`config.mk`:
```
export PLATFORM = sky130hd
export DESIGN_NAME = serial_word_collector_flat
export DESIGN_NICKNAME = d
export VERILOG_FILES = /design/src/rtl/serial_word_collector_if.sv /design/src/rtl/serial_word_collector.sv /design/src/flat_wrapper.sv
export SDC_FILE = /design/constraint.sdc
export NUM_CORES = 1
export LEC_CHECK = 0
export CELL_PAD_IN_SITES_DETAIL_PLACEMENT = 1
export CELL_PAD_IN_SITES_GLOBAL_PLACEMENT = 2
export CORE_MARGIN = 2
export CORE_UTILIZATION = 38
export CTS_BUF_LIST = sky130_fd_sc_hd__clkbuf_4
export CTS_CLUSTER_SIZE = 20
export DETAILED_ROUTE_END_ITERATION = 8
export PLACE_DENSITY = 0.94
export RECOVER_POWER = 100
export SLEW_MARGIN = 20
export SYNTH_ARGS = -nofsm -noshare
export SYNTH_HDL_FRONTEND = slang
export SYNTH_SLANG_ARGS = --single-unit
```
`constraint.sdc`:
```
create_clock -name clk -period 3.2 [get_ports clk]
set_input_delay 0.64 -clock clk [delete_from_list [all_inputs] [get_ports clk]]
set_output_delay 0.64 -clock clk [all_outputs]
set_load 0.02 [all_outputs]
```
`src/rtl/serial_word_collector_if.sv`:
```
// Bundle between the serial bit source / word consumer and the collector.
// master drives bits and ready; slave returns the assembled word and status.
interface serial_word_collector_if #(parameter int WIDTH = 8);
   localparam int CW = $clog2(WIDTH) + 1;

   logic             in;
   logic             bit_en;
   logic             start;
   logic             ready;
   logic [WIDTH-1:0] word;
   logic             valid;
   logic             overrun;
   logic [CW-1:0]    count;

   modport master (output in, bit_en, start, ready,
                   input  word, valid, overrun, count);
   modport slave  (input  in, bit_en, start, ready,
                   output word, valid, overrun, count);
endinterface

```
`src/rtl/serial_word_collector.sv`:
```
// Assembles LSB-first serial bits into WIDTH-bit words held for a valid/ready consumer.
// Word appears on the final bit's edge; a completed word is dropped (sticky overrun) while the holder is full and not read.
module serial_word_collector #(
   parameter int WIDTH = 8
) (
   input logic                 clk,
   input logic                 reset,
   serial_word_collector_if.slave bus
);
   localparam int CW = $clog2(WIDTH) + 1;
   localparam int IW = $clog2(WIDTH);

   typedef enum logic {EMPTY = 1'b0, FULL = 1'b1} out_state_t;

   out_state_t       state;
   out_state_t       state_nxt;
   logic [WIDTH-1:0] shreg;
   logic [WIDTH-1:0] shreg_nxt;
   logic [WIDTH-1:0] assembled;
   logic [WIDTH-1:0] word_q;
   logic [CW-1:0]    count_q;
   logic [CW-1:0]    count_nxt;
   logic [IW-1:0]    pos;
   logic             complete;
   logic             load;
   logic             drop;
   logic             overrun_q;

   // A start bit always lands at position 0 and throws away the partial word.
   always_comb begin
      pos       = bus.start ? '0 : count_q[IW-1:0];
      assembled = bus.start ? '0 : shreg;
      assembled[pos] = bus.in;
      complete  = bus.bit_en && (pos == IW'(WIDTH - 1));
      load      = complete && ((state == EMPTY) || bus.ready);
      drop      = complete && (state == FULL) && !bus.ready;
   end

   always_comb begin
      count_nxt = count_q;
      shreg_nxt = shreg;
      if (bus.bit_en) begin
         shreg_nxt = complete ? '0 : assembled;
         count_nxt = complete ? '0 : CW'(pos) + CW'(1);
      end else if (bus.start) begin
         count_nxt = '0;
      end
   end

   always_ff @(posedge clk or posedge reset) begin
      if (reset) begin
         state <= EMPTY;
      end else begin
         state <= state_nxt;
      end
   end

   always_comb begin
      state_nxt = state;
      case (state)
         EMPTY:   if (complete) state_nxt = FULL;
         FULL:    if (!complete && bus.ready) state_nxt = EMPTY;
         default: state_nxt = EMPTY;
      endcase
   end

   always_ff @(posedge clk or posedge reset) begin
      if (reset) begin
         shreg     <= '0;
         count_q   <= '0;
         word_q    <= '0;
         overrun_q <= 1'b0;
      end else begin
         shreg   <= shreg_nxt;
         count_q <= count_nxt;
         if (load) word_q <= assembled;
         if (drop) overrun_q <= 1'b1;
      end
   end

   assign bus.valid   = (state == FULL);
   assign bus.word    = word_q;
   assign bus.overrun = overrun_q;
   assign bus.count   = count_q;
endmodule

```
`src/flat_wrapper.sv`:
```
// flat-port wrapper written by rule: the top's interface ports become plain ports
module serial_word_collector_flat 
#(
   parameter int WIDTH = 8
)
  (clk, reset, bus_in, bus_bit_en, bus_start, bus_ready, bus_word, bus_valid, bus_overrun, bus_count);
  serial_word_collector_if #(.WIDTH(WIDTH)) bus_i ();
  input logic clk;
  input logic reset;
  input wire logic [$bits(bus_i.in)-1:0] bus_in;
  input wire logic [$bits(bus_i.bit_en)-1:0] bus_bit_en;
  input wire logic [$bits(bus_i.start)-1:0] bus_start;
  input wire logic [$bits(bus_i.ready)-1:0] bus_ready;
  output wire logic [$bits(bus_i.word)-1:0] bus_word;
  output wire logic [$bits(bus_i.valid)-1:0] bus_valid;
  output wire logic [$bits(bus_i.overrun)-1:0] bus_overrun;
  output wire logic [$bits(bus_i.count)-1:0] bus_count;
  assign bus_i.in = bus_in;
  assign bus_i.bit_en = bus_bit_en;
  assign bus_i.start = bus_start;
  assign bus_i.ready = bus_ready;
  assign bus_word = bus_i.word;
  assign bus_valid = bus_i.valid;
  assign bus_overrun = bus_i.overrun;
  assign bus_count = bus_i.count;
  serial_word_collector #(.WIDTH(WIDTH)) u_core (.clk(clk), .reset(reset), .bus(bus_i));
endmodule
```
==> impl_metrics.yaml <==
run_status:
  status: "complete, but fails checks"
  violations: "DRC"
global_route:
  grt_antenna_before_repair: 0
  overflow: 0
  grt_pass1_vias: 897
  grt_usage_pct: 17.2
  grt_first_pass_wirelength_um: 4420
  grt_max_degree: 23
yosys:
  ys_seq_area_share_pct: 47.9
  synth_edf_count: 0
  netlist_area_mm2: 0.00115
  synthesis.nets: 108
  synthFlopType: "dfrtp_1"
  synth-async-reset-ratio_pct: 100
  synth_top_area_share_pct: 47.9
  ys.warnings.count: 0
  syn_avg_cell_area_um2: 11.4
  synthCells: 101
  ys_ff_latch: 22
  yosysTopAreaCell: "dfrtp_1"
  synth_cell_type_count: 35
  synth_area_leaders: "dfrtp_1, mux2i_1, nand2b_1"
sta:
  finalCriticalPeriod_ns: 2.60
  setup_viol: 0
  finalCritPeriodShare_pct: 81.1
  finalHoldViolCount: 0
  rsz0062_at_grt: "false"
  final.setup.tns_ns: 0
  fmax_mhz: 385
  max-slew-margin-rel_pct: 42.7
  worstMarginPinSlew_ns: 0.858
  maxSlewViolCount: 0
  setup_ws_ns: 0.604
  skew_ns: 0.00536
detailed_routing:
  avgViaCountPerCell: 5.72
  drt_iter0_markers: 20
  wire_per_inst_um: 16.7
  dr.pass1.iters: 6
  ant_nets: 0
  drc: 2
  num_vias: 864
  wl_um: 2530
power:
  p_leak_nw: 0.663
  ir_worst_vdd_uv: 194
  p_per_area_mw_per_mm2: 427
final_layout:
  drive_above_1_share_pct: 9.17
  diodes: 0
  area.growth.synth_to_final_pct: 20.9
  num-nets-final: 128
  final_util_pct: 49.5
cts:
  numCtsBuffers: 3
  insertion_delay_ns: 0.32
  cts.clk_slew.worst_paths_ns: 0.13
  cts_buffer_depth: 2
  cts_root_buffer: "clkbuf_4"
  htreeDepth: 1
  post_cts_resized: 0
  cts_setup_buffers: 0
  cts_hold_buf: 0
  clock_sinks: 22
  cts_tree: "done"
placed_design:
  place_ws_ns: 0.577
  io_buffers: 19
  place_congestion: 0.722
  dp_hpwl_um: 1830
critical_path:
  cp-end-kind: "flop"
  required_ns: 3.41
  cp.arrival_ns: 2.81
  worst-setup-path-type: "in -> reg"
  critical-path-max-stage-delay_ns: 0.60
  crit_slowest_cell: "dlygate4sd3_1"
  startpoint_type: "primary input"
  crit_chain: "dlygate4sd3_1, nor2b_1, ha_1, nand4b_1, nor2_2, mux2_1"
  crit_fanout: 9
  crit_buf_inv: 1
  cpLargestDelayFamily: "simple AND/OR/NAND/NOR gates"
floorplan:
  die_h_um: 59.0
  coreArea_mm2: 0.00281
  io_pins: 20
  std_cell_rows: 19
  start_util_pct: 40.9
  die-area_mm2: 0.00348
  die_x_um: 59.0
job:
  drv_cap: 0
hold_path:
  hold_path.class: "reg -> reg"
## stage by stage
| step | power [mW] | hold slack [ns] | cells | instance area [um2] |
|---|---|---|---|---|
| 2_1_floorplan | 0.362 | 0.499 | 101 | 1150 |
| 3_3_place_gp | 0.383 | 0.470 | 147 | 1360 |
| 3_5_place_dp | 0.386 | 0.465 | 147 | 1360 |
| 4_1_cts | 0.608 | 0.507 | 151 | 1410 |
| 5_1_grt | 0.620 | 0.521 | 151 | 1390 |
| 6_report | 0.594 | 0.496 | 151 | 1390 |
## metal layers
metal / GRT usage, % / up-vias / share of wire, %
met3: 1.97 / 5 / 3.6
met1: 24.4 / 440 / 49
met5: 0 / - / 0
li1: - / 400 / -
met2: 26.5 / 19 / 46
met4: 7.79 / 0 / 2.0
## area by class of cell
class / instances / area, um2
fill: 316 / 1420
sequential: 22 / 551
multi-input combinational: 68 / 527
timing repair buffer: 21 / 201
tap: 31 / 38.8
clock inverter: 1 / 30.0
clock buffer: 3 / 22.5
inverter: 5 / 18.8
## state kept, by name, indices dropped and copies added, names as in the netlist
| name | cells |
|---|---|
| u_core.bus.count | 4 |
| u_core.bus.overrun | 1 |
| u_core.bus.valid | 1 |
| u_core.bus.word | 8 |
| u_core.shreg | 8 |
## Yosys cell counts, drive strengths merged, types with 2 or more instances
| cell type | n |
|---|---|
| dfrtp | 22 |
| a31o | 5 |
| nand2 | 4 |
| nand3b | 4 |
| inv | 4 |
| nor3b | 3 |
| nand2b | 9 |
| o32ai | 2 |
| mux2 | 5 |
| nor2b | 8 |
| nand3 | 2 |
| buf | 5 |
| mux2i | 7 |
| o41ai | 2 |
| o21ai | 4 |
## kinds of logic (layout without fill, tap and decap cells)
| logic type | Yosys count | in the layout | synth area share (%) |
|---|---|---|---|
| compound gates | 18 | 18 | 12.2 |
| xor+xnor | 2 | 2 | 1.53 |
| fa+ha+maj | 1 | 1 | 1.09 |
| buf+inv | 11 | 30 | 4.90 |
| flops | 22 | 22 | 47.9 |
| mux | 12 | 12 | 11.0 |
| simple gates | 35 | 35 | 21.4 |
## where the power goes
part	total (mW)	internal [mW]	switching [mW]
clock	0.218	0.127	0.0914
combinational	0.0727	0.0341	0.0386
sequential	0.303	0.288	0.0150
total	0.594	0.449	0.145
## cells in the final DEF (no fill, tap or decap), types with 4 or more instances in the layout
| cell type | instances |
|---|---|
| dlygate4sd3_1 | 17 |
| o21ai_0 | 4 |
| nand3b_1 | 4 |
| nand2b_1 | 9 |
| a31o_1 | 5 |
| mux2i_1 | 7 |
| dfrtp_1 | 22 |
| inv_1 | 4 |
| nor2b_1 | 8 |
| nand2_1 | 4 |
## worst paths after layout
path	slack, ns	to	start	depth (start not counted)
min reg2reg	0.50	u_core.bus.overrun	u_core.bus.overrun	1
max reg2reg	0.93	u_core.bus.word[2]	u_core.bus.count[0]	5
max in group asynchronous	1.76	u_core.bus.count[2]	reset	2
max	0.60	u_core.bus.word[2]	bus_start	6
min in group asynchronous	0.91	u_core.bus.valid	reset	2
min	0.50	u_core.bus.overrun	u_core.bus.overrun	1
No activity file was read; power rests on OpenSTA's default activity.
